--- config.mk ---
export PLATFORM = sky130hd
export DESIGN_NAME = spi_txn_arbiter
export DESIGN_NICKNAME = d
export VERILOG_FILES = /design/src/rtl/spi_pkg.sv /design/src/rtl/rr_arbiter.sv /design/src/rtl/spi_txn_arbiter.sv
export SDC_FILE = /design/constraint.sdc
export NUM_CORES = 1
export LEC_CHECK = 0
export ABC_CLOCK_PERIOD_IN_PS = 7000
export BUFFER_PORTS_ARGS = -buffer_cell sky130_fd_sc_hd__buf_2
export CAP_MARGIN = 20
export CORE_ASPECT_RATIO = 0.5
export CORE_MARGIN = 2
export CORE_UTILIZATION = 45
export DETAILED_ROUTE_END_ITERATION = 12
export GPL_TIMING_DRIVEN = 0
export HOLD_SLACK_MARGIN = 0.08
export PLACE_DENSITY = 0.78
export RECOVER_POWER = 25
export SETUP_SLACK_MARGIN = 0.5
export SLEW_MARGIN = 20
export SYNTH_ARGS = -nofsm -noshare
export SYNTH_HDL_FRONTEND = slang
export SYNTH_SLANG_ARGS = --single-unit
--- constraint.sdc ---
create_clock -name clk -period 7 [get_ports clk]
set_input_delay 1.4 -clock clk [delete_from_list [all_inputs] [get_ports clk]]
set_output_delay 1.4 -clock clk [all_outputs]
set_load 0.02 [all_outputs]
--- src/rtl/spi_pkg.sv ---
// rtl/spi_pkg.sv - shared SPI transaction types and defaults
package spi_pkg;

  typedef enum logic [2:0] {
    IDLE,
    SETUP,
    START,
    XFER,
    CAPTURE
  } spi_state_e;

  localparam logic [1:0] SLAVE_NONE    = 2'd0;
  localparam int         SPI_BYTE_W    = 8;
  localparam int         SPI_BITS_DEF  = 8;
  localparam int         SPI_GUARD_DEF = 2;

endpackage

--- src/rtl/rr_arbiter.sv ---
// rtl/rr_arbiter.sv - combinational round-robin pick: first set request at or after ptr
module rr_arbiter #(
  parameter  int NREQ = 3,
  localparam int IW   = $clog2(NREQ)
) (
  input  logic [NREQ-1:0] req_i,
  input  logic [IW-1:0]   ptr_i,
  output logic [IW-1:0]   grant_o,
  output logic            valid_o
);

  int idx;

  // Scan from farthest to nearest so the closest set bit to ptr wins.
  always_comb begin
    grant_o = ptr_i;
    valid_o = 1'b0;
    idx     = 0;
    for (int k = NREQ - 1; k >= 0; k--) begin
      idx = int'(ptr_i) + k;
      if (idx >= NREQ) idx = idx - NREQ;
      if (req_i[idx]) begin
        grant_o = IW'(idx);
        valid_o = 1'b1;
      end
    end
  end

endmodule

--- src/rtl/spi_txn_arbiter.sv ---
// rtl/spi_txn_arbiter.sv - shares one SPI master among NREQ requesters, one byte per grant
module spi_txn_arbiter
  import spi_pkg::*;
#(
  parameter int NREQ  = 3,
  parameter int BITS  = SPI_BITS_DEF,
  parameter int GUARD = SPI_GUARD_DEF
) (
  input  logic                       clk,
  input  logic                       reset,
  input  logic [NREQ-1:0]            req,
  input  logic [2*NREQ-1:0]          req_slave,
  input  logic [SPI_BYTE_W*NREQ-1:0] req_data,
  output logic [NREQ-1:0]            done,
  output logic [NREQ-1:0]            err,
  output logic [SPI_BYTE_W-1:0]      rsp_data,
  output logic                       busy,
  output logic                       spi_start,
  output logic [1:0]                 spi_slave_select,
  output logic [SPI_BYTE_W-1:0]      spi_tx_data,
  input  logic [SPI_BYTE_W-1:0]      spi_rx_data
);

  localparam int IW = $clog2(NREQ);
  localparam int CW = $clog2(BITS + GUARD) + 1;
  localparam logic [CW-1:0] CNT_LAST = CW'(BITS + GUARD - 1);

  spi_state_e            state_q;
  logic [IW-1:0]         ptr_q;
  logic [IW-1:0]         gnt_q;
  logic [CW-1:0]         cnt_q;
  logic [NREQ-1:0]       done_q;
  logic [NREQ-1:0]       err_q;
  logic [SPI_BYTE_W-1:0] rsp_q;
  logic                  start_q;
  logic [1:0]            sel_q;
  logic [SPI_BYTE_W-1:0] tx_q;

  logic [IW-1:0]         arb_gnt;
  logic                  arb_valid;
  logic [1:0]            slave_arr [NREQ];
  logic [SPI_BYTE_W-1:0] data_arr  [NREQ];

  for (genvar i = 0; i < NREQ; i++) begin : g_unpack
    assign slave_arr[i] = req_slave[2*i +: 2];
    assign data_arr[i]  = req_data[SPI_BYTE_W*i +: SPI_BYTE_W];
  end

  rr_arbiter #(.NREQ(NREQ)) u_rr (
    .req_i   (req),
    .ptr_i   (ptr_q),
    .grant_o (arb_gnt),
    .valid_o (arb_valid)
  );

  function automatic logic [IW-1:0] ptr_after(input logic [IW-1:0] g);
    return (g == IW'(NREQ - 1)) ? '0 : g + 1'b1;
  endfunction

  // While done/err is still pulsing the requester has not yet seen it, so its
  // req level is stale; arbitration waits one cycle.
  always_ff @(posedge clk or posedge reset) begin
    if (reset) begin
      state_q <= IDLE;
      ptr_q   <= '0;
      gnt_q   <= '0;
      cnt_q   <= '0;
      done_q  <= '0;
      err_q   <= '0;
      rsp_q   <= '0;
      start_q <= 1'b0;
      sel_q   <= '0;
      tx_q    <= '0;
    end else begin
      done_q <= '0;
      err_q  <= '0;
      case (state_q)
        IDLE: begin
          if (arb_valid && (done_q == '0) && (err_q == '0)) begin
            gnt_q <= arb_gnt;
            if (slave_arr[arb_gnt] == SLAVE_NONE) begin
              err_q <= NREQ'(1) << arb_gnt;
              ptr_q <= ptr_after(arb_gnt);
            end else begin
              sel_q   <= slave_arr[arb_gnt];
              tx_q    <= data_arr[arb_gnt];
              state_q <= SETUP;
            end
          end
        end
        SETUP: begin
          start_q <= 1'b1;
          state_q <= START;
        end
        START: begin
          start_q <= 1'b0;
          cnt_q   <= '0;
          state_q <= XFER;
        end
        XFER: begin
          if (cnt_q == CNT_LAST) state_q <= CAPTURE;
          else                   cnt_q   <= cnt_q + 1'b1;
        end
        CAPTURE: begin
          rsp_q   <= spi_rx_data;
          done_q  <= NREQ'(1) << gnt_q;
          ptr_q   <= ptr_after(gnt_q);
          sel_q   <= '0;
          tx_q    <= '0;
          state_q <= IDLE;
        end
        default: state_q <= IDLE;
      endcase
    end
  end

  assign done             = done_q;
  assign err              = err_q;
  assign rsp_data         = rsp_q;
  assign busy             = (state_q != IDLE);
  assign spi_start        = start_q;
  assign spi_slave_select = sel_q;
  assign spi_tx_data      = tx_q;

endmodule

Word level (Yosys, flattened, before mapping)

Index checks and enable logic that the tools add are counted.

Equality and inequality tests: 12
$add $sub $neg: 8
Mux-type cells: 46
Reduce and logical (&&, ||, !) cells: 15
Order comparisons: 7
Divide/modulo/power cells: 0
Bitwise logic cells: 1
Shifts and indexed selects: 2
Multiply operators: 0

Operators by type and width:

| operator                | number |
|---|---|
| $lt A32 B4 Y1 const B   | 3 |
| $mux W32                | 3 |
| $ge A32 B3 Y1 const B   | 2 |
| $sub A32 B3 Y32 const B | 2 |
| $mux W8                 | 4 |
| $mux W2                 | 11 |
| $mux W3                 | 7 |
| $bmux W8 S2             | 1 |
| $pmux W8 S2             | 1 |
| $pmux W3 S4             | 1 |
| $ne A2 B2 Y1 const B    | 5 |
| $pmux W5 S2             | 1 |
| $logic_not A3 Y1        | 3 |
| $mux W1                 | 9 |
| $reduce_and A3 Y1       | 3 |
| $pmux W2 S2             | 2 |
| $bmux W1 S2             | 3 |
| $eq A3 B2 Y1 const B    | 2 |
| $reduce_bool A2 Y1      | 3 |
| $shl A1 B2 Y3 const A   | 2 |
| $add A5 B1 Y5 const B   | 1 |
| $eq A5 B4 Y1 const B    | 1 |
| $mux W5                 | 1 |
| $add A2 B1 Y2 const B   | 2 |
| other kinds (15)        | 18 |

Bits in read-only memories: 0
Word-level logic and storage cells: 101
Output and inout bits: 26
Latch bits: 0
Bits in writable memories: 0
Memories kept: 0
Bits in registers: 37

Longest topological paths before layout

Word-level depth: 17
Mapped depth: 10
Mapped depth without buffers: 8

Modules after synthesis

From an unflattened synthesis, not the netlist that was laid out.

Cell total of the unflattened synthesis: 213
Area total of the unflattened synthesis: 2,117.0 um2

By module, submodules not included:

| module          | area each (um2) | times used | cells an instance |
|---|---|---|---|
| spi_txn_arbiter | 1,850.5         | 1          | 174 |
| rr_arbiter      | 266.5           | 1          | 39 |

Worst setup path after synthesis

Ideal clock, no wire load.

Kind: input to register
From: input req[2]
To: register sel_q[0] (netlist: spi_slave_select[0])
Path buffers: 1
Library setup time: 120 ps
Path slack: 3,674 ps
Stages on the path: 7
Arrival: 3,207 ps
Required time: 6,880 ps
Path through: clkbuf_1 -> a22o_1 -> a222oi_1 -> o221a_2 -> nor2_1 -> o32a_1 -> a31o_1

Word-level cells in the longest chain between the ends: 13

RTL lines:

| what                                                    | line                                         | RTL |
|---|---|---|
| from (decl)                                             | spi_txn_arbiter.sv:11                        | `input logic [NREQ-1:0] req,` |
| $bmux W1 S2                                             | rr_arbiter.sv:22                             | `if (req_i[idx]) begin` |
| $mux W1 (not written as such) (2 in a row)              | rr_arbiter.sv:22                             |  |
| $mux W2 (3 in a row)                                    | rr_arbiter.sv:22                             |  |
| $not A2 Y3 (not written as such)                        | spi_txn_arbiter.sv:81, spi_txn_arbiter.sv:85 |  |
| $bmux W2 S2                                             | spi_txn_arbiter.sv:81, spi_txn_arbiter.sv:85 |  |
| $mux W2 (not written as such) (2 in a row)              | spi_txn_arbiter.sv:81, spi_txn_arbiter.sv:85 |  |
| $mux W2 / $logic_not A2 Y1 (equally long branches)      | spi_txn_arbiter.sv:81                        | `if (slave_arr[arb_gnt] == SLAVE_NONE) begin` |
| $mux W2 / $ne A2 B2 Y1 (equally long branches)          | n/a                                          |  |
| $pmux W2 S2 / $reduce_and A3 Y1 (equally long branches) | n/a                                          |  |
| to (signal assigned)                                    | spi_txn_arbiter.sv:85                        | `sel_q <= slave_arr[arb_gnt];` |
| to (decl)                                               | spi_txn_arbiter.sv:36                        | `logic [1:0] sel_q;` |

Several ways; a longest one is shown, not always the timed one. The select of a mux whose other input is x is not followed.
A chain may end at the register's enable or synchronous reset.

Worst setup path in the final report

From: input req[2]
To: register tx_q[4] (netlist: spi_tx_data[4])

Word-level cells in the longest chain between the ends: 13

RTL lines:

| what                                                                         | line                                         | RTL |
|---|---|---|
| $bmux W1 S2                                                                  | rr_arbiter.sv:22                             |  |
| $mux W1 (not written as such) (2 in a row)                                   | rr_arbiter.sv:22                             |  |
| $mux W2 (3 in a row)                                                         | rr_arbiter.sv:22                             |  |
| $not A2 Y3 (not written as such)                                             | spi_txn_arbiter.sv:81, spi_txn_arbiter.sv:86 |  |
| $bmux W8 S2 / $bmux W2 S2 (equally long branches)                            | spi_txn_arbiter.sv:86, spi_txn_arbiter.sv:81 |  |
| $mux W8 (not written as such) / $mux W2 (equally long branches) (2 in a row) | spi_txn_arbiter.sv:86, spi_txn_arbiter.sv:81 |  |
| $mux W8 / $logic_not A2 Y1 (equally long branches)                           | spi_txn_arbiter.sv:81                        |  |
| $mux W8 / $ne A2 B2 Y1 (equally long branches)                               | n/a                                          |  |
| $pmux W8 S2 / $reduce_and A3 Y1 (equally long branches)                      | n/a                                          |  |
| to (signal assigned)                                                         | spi_txn_arbiter.sv:86                        | `tx_q <= data_arr[arb_gnt];` |
| to (decl)                                                                    | spi_txn_arbiter.sv:37                        | `logic [SPI_BYTE_W-1:0] tx_q;` |

Several ways; a longest one is shown, not always the timed one. The select of a mux whose other input is x is not followed.

==> insert_results.sql <==
INSERT INTO impl_metrics (metric_group, metric, value, unit) VALUES
('global_routing', 'via_count_of_the_first_global_routing_pass', '1787', ''),
('clock_network', 'tritoncts', 'done', ''),
('sta', 'final_setup_violation_count', '0', ''),
('sta', 'clock_skew', '0.00246', 'ns'),
('floorplan', 'core', '4490', 'sq um'),
('finish', 'ff_latch_area', '926', 'sq um'),
('pwr', 'power', '1.35', 'mW'),
('worst_setup_path', 'cp_data_arrival_time', '3.63', 'ns'),
('pwr', 'p_switching', '629', 'uW'),
('floorplan', 'fp.dieArea', '5370', 'sq um'),
('worst_setup_path', 'crit-reg2reg-capture', 'spi_tx_data[4]$_DFFE_PP0P_', ''),
('pwr', 'power.ir.vdd_worst', '0.000207', 'V'),
('run_status', 'outcome', 'finished clean', ''),
('placement', 'io_buffers', '67', ''),
('min_path', 'worstHoldPathCells', '1', ''),
('pwr', 'clkPwrFrac', '0.103', ''),
('floorplan', 'chipHeight', '52.8', 'microns'),
('sta', 'clock.fmax', '292', 'MHz'),
('sta', 'timing_worst_slew_pin_value', '1.33', 'ns'),
('synth', 'synth-seq-area-share', '0.431', ''),
('synth', 'asyncSetResetFlopFracSynth', '1.00', ''),
('sta', 'rsz_0062_raised_after_global_routing', 'no', ''),
('route', 'drc_errors', '0', ''),
('global_routing', 'grt_pass1_wl', '8.11', 'mm'),
('worst_setup_path', 'cp_data_required_time', '7.20', 'ns'),
('route', 'routed_vias', '1892', ''),
('clock_network', 'clock_insertion_delay_worst_skew', '0.28', 'ns'),
('placement', 'dpl.cell_count', '342', ''),
('finish', 'postLayoutCoreUtil', '0.589', ''),
('synth', 'flops_latches_synth', '37', ''),
('clock_network', 'post-cts-setup-buffers', '0', ''),
('worst_setup_path', 'worst_path_max_delay_cell', 'a222oi_1', ''),
('worst_setup_path', 'criticalPathCategory', 'input port to register', ''),
('sta', 'timing_max_transition_violations_final', '0', ''),
('sta', 'worst_slew_margin_rel', '0.110', ''),
('finish', 'layout.cells.non_filler', '350', ''),
('min_path', 'hold_path_class', 'register to register', ''),
('worst_setup_path', 'slowest_delay', '0.67', 'ns'),
('synth', 'syn_inst', '209', ''),
('clock_network', 'clk_pin_slew_worst_paths', '0.07', 'ns'),
('synth', 'synthDistinctLibCells', '50', ''),
('synth', 'yosys_warns', '0', ''),
('sta', 'timing.final.crit_period', '3.43', 'ns'),
('pwr', 'pwr_density_cell', '511', 'nW/um^2'),
('finish', 'num-nets-final', '331', ''),
('synth', 'synth_top_flop_cell', 'dfrtp_1', ''),
('worst_setup_path', 'worst-path-max-fanout', '9', ''),
('clock_network', 'postCtsResizedCells', '0', ''),
('route', 'routedWlPerCell', '14.2', 'microns'),
('global_routing', 'globalRoute.totalOverflow', '0', ''),
('synth', 'syn-num-nets', '257', ''),
('floorplan', 'floorplan.io_pins', '69', ''),
('pwr', 'sw_frac_of_total', '0.465', ''),
('floorplan', 'die_width', '102', 'microns'),
('worst_setup_path', 'reg2reg_depth', '9', ''),
('clock_network', 'cts_hold_repair.buffers', '0', ''),
('pwr', 'seq_power_share', '0.257', ''),
('worst_setup_path', 'cp-end-kind', 'register', ''),
('min_path', 'hp-start', 'rsp_data[3]$_DFFE_PP0P_', ''),
('route', 'postRouteWirelength', '4.96', 'mm'),
('finish', 'drive_gt1_frac', '0.331', ''),
('job', 'drv_cap', '0', ''),
('clock_network', 'clock_path_buffers', '2', ''),
('finish', 'diodes', '0', ''),
('finish', 'syn_to_final_growth', '23.2', '%'),
('floorplan', 'starting_density_of_the_core', '0.478', ''),
('pwr', 'power_report.internal_total', '724', 'uW'),
('synth', 'synth-edff-count', '0', ''),
('finish', 'multiInputGateArea', '1130', 'sq um'),
('worst_setup_path', 'launching_element_type_of_the_critical_path', 'input port', ''),
('synth', 'synth_area_per_cell', '10.3', 'sq um');
## synthesized netlist by cell type, types with 2 or more instances
library cell  number  area (sq um)
mux2_2            10           113
or2_2              2          12.5
o32a_1             2          20.0
mux2i_1           21           210
nand3b_1           2          15.0
o32ai_1            2          17.5
nand4_1            3          18.8
nor4_1             2          12.5
o21ai_0            7          35.0
xor2_1             3          26.3
a2bb2oi_1          8          70.1
nor3_1             6          30.0
ha_1               5          62.6
dfrtp_1           37           926
buf_2              4          20.0
nand3_1            4          20.0
a311o_1            2          20.0
nor2b_1            2          12.5
a21o_1             3          22.5
a21boi_0           2          15.0
a21oi_1            3          15.0
nor2_1            11          41.3
nor3b_1            3          22.5
o21a_1             2          15.0
clkbuf_1           5          18.8
a22o_1             2          17.5
nand2_1           24          90.1
inv_1             10          37.5
## critical path: cells and delay by family
kind	cells	cell delay, ns
compound gates	5	1.81
mux	1	0.26
buf+inv	1	0.16
## logic make-up after synthesis
family | synth area share
adders and majority gates | 0.0291
DFF | 0.431
AOI/OAI and AO/OA | 0.188
buffers and inverters | 0.0425
and+or+nand+nor | 0.136
muxes | 0.157
xor gates and xnor gates | 0.0163
## stage by stage
stage | hold slack (ns) | setup WS [ns] | instance area, sq um
after detailed placement | 0.490 | 3.28 | 2560
after global routing | 0.512 | 3.39 | 2650
after floorplan | 0.446 | 3.67 | 2150
after global placement | 0.483 | 3.42 | 2560
final | 0.502 | 3.57 | 2650
after CTS | 0.506 | 3.58 | 2650
## registers in the layout, indices dropped and copies added, names as in the netlist
| name | flops |
|---|---|
| cnt_q | 5 |
| err | 3 |
| gnt_q | 2 |
| spi_start | 1 |
| state_q | 3 |
| rsp_data | 8 |
| ptr_q | 2 |
| spi_slave_select | 2 |
| done | 3 |
| spi_tx_data | 8 |
## placed cells by master, fill, tap and decap left out, types with 2 or more instances in the layout
| cell | synthesis | routed |
|---|---|---|
| buf_2 | 4 | 71 |
| dfrtp_1 | 37 | 37 |
| nand2_1 | 24 | 24 |
| mux2i_1 | 21 | 21 |
| nor2_1 | 11 | 11 |
| inv_1 | 10 | 10 |
| mux2_2 | 10 | 10 |
| clkbuf_1 | 5 | 8 |
| a2bb2oi_1 | 8 | 8 |
| o21ai_0 | 7 | 7 |
| nor3_1 | 6 | 6 |
| ha_1 | 5 | 5 |
| clkbuf_8 | 0 | 5 |
| nand3_1 | 4 | 4 |
| a21oi_1 | 3 | 3 |
| a21o_1 | 3 | 3 |
| nand4_1 | 3 | 3 |
| nor3b_1 | 3 | 3 |
| xor2_1 | 3 | 3 |
| nand3b_1 | 2 | 2 |
| a22o_1 | 2 | 2 |
| nor2b_1 | 2 | 2 |
| o21a_1 | 2 | 2 |
| o32ai_1 | 2 | 2 |
| or2_2 | 2 | 2 |
| a21boi_0 | 2 | 2 |
| nor4_1 | 2 | 2 |
| o32a_1 | 2 | 2 |
| a311o_1 | 2 | 2 |
## worst max path at each step
stage / end / cells after the start / startpoint
2_1_floorplan: spi_slave_select[0]$_DFFE_PP0P_ / 7 / req[2]
3_3_place_gp: spi_tx_data[1]$_DFFE_PP0P_ / 7 / req[2]
3_5_place_dp: spi_tx_data[4]$_DFFE_PP0P_ / 7 / req[2]
4_1_cts: spi_tx_data[4]$_DFFE_PP0P_ / 7 / req[2]
5_1_grt: spi_tx_data[1]$_DFFE_PP0P_ / 7 / req[2]
6_report: spi_tx_data[4]$_DFFE_PP0P_ / 7 / req[2]
## power by group through the flow
stage                     Sequential, mW  Combinational, mW  Clock (mW)
final                              0.348              0.865       0.139
after global routing               0.358              0.949       0.153
after CTS                          0.348              0.863       0.143
after detailed placement           0.351              0.860           0
after global placement             0.348              0.830           0
after floorplan                    0.415              0.586           0
## final cells by class
type	instances	share of cell area
plain buffers	11	0.0203
inverters	10	0.0142
well taps	66	0.0312
repair buffers	67	0.127
multi-input cells	151	0.427
clock buffers	8	0.0303
flip-flops and latches	37	0.350
## metal layers
layer  global-route usage  wire [microns]  vias up
li1                     -               -      921
met1                0.263            2270      914
met2                0.318            2420       51
met3               0.0347             225        6
met4               0.0721              40        0
met5                    0               0        -
Power figures use the tool's default switching activity.
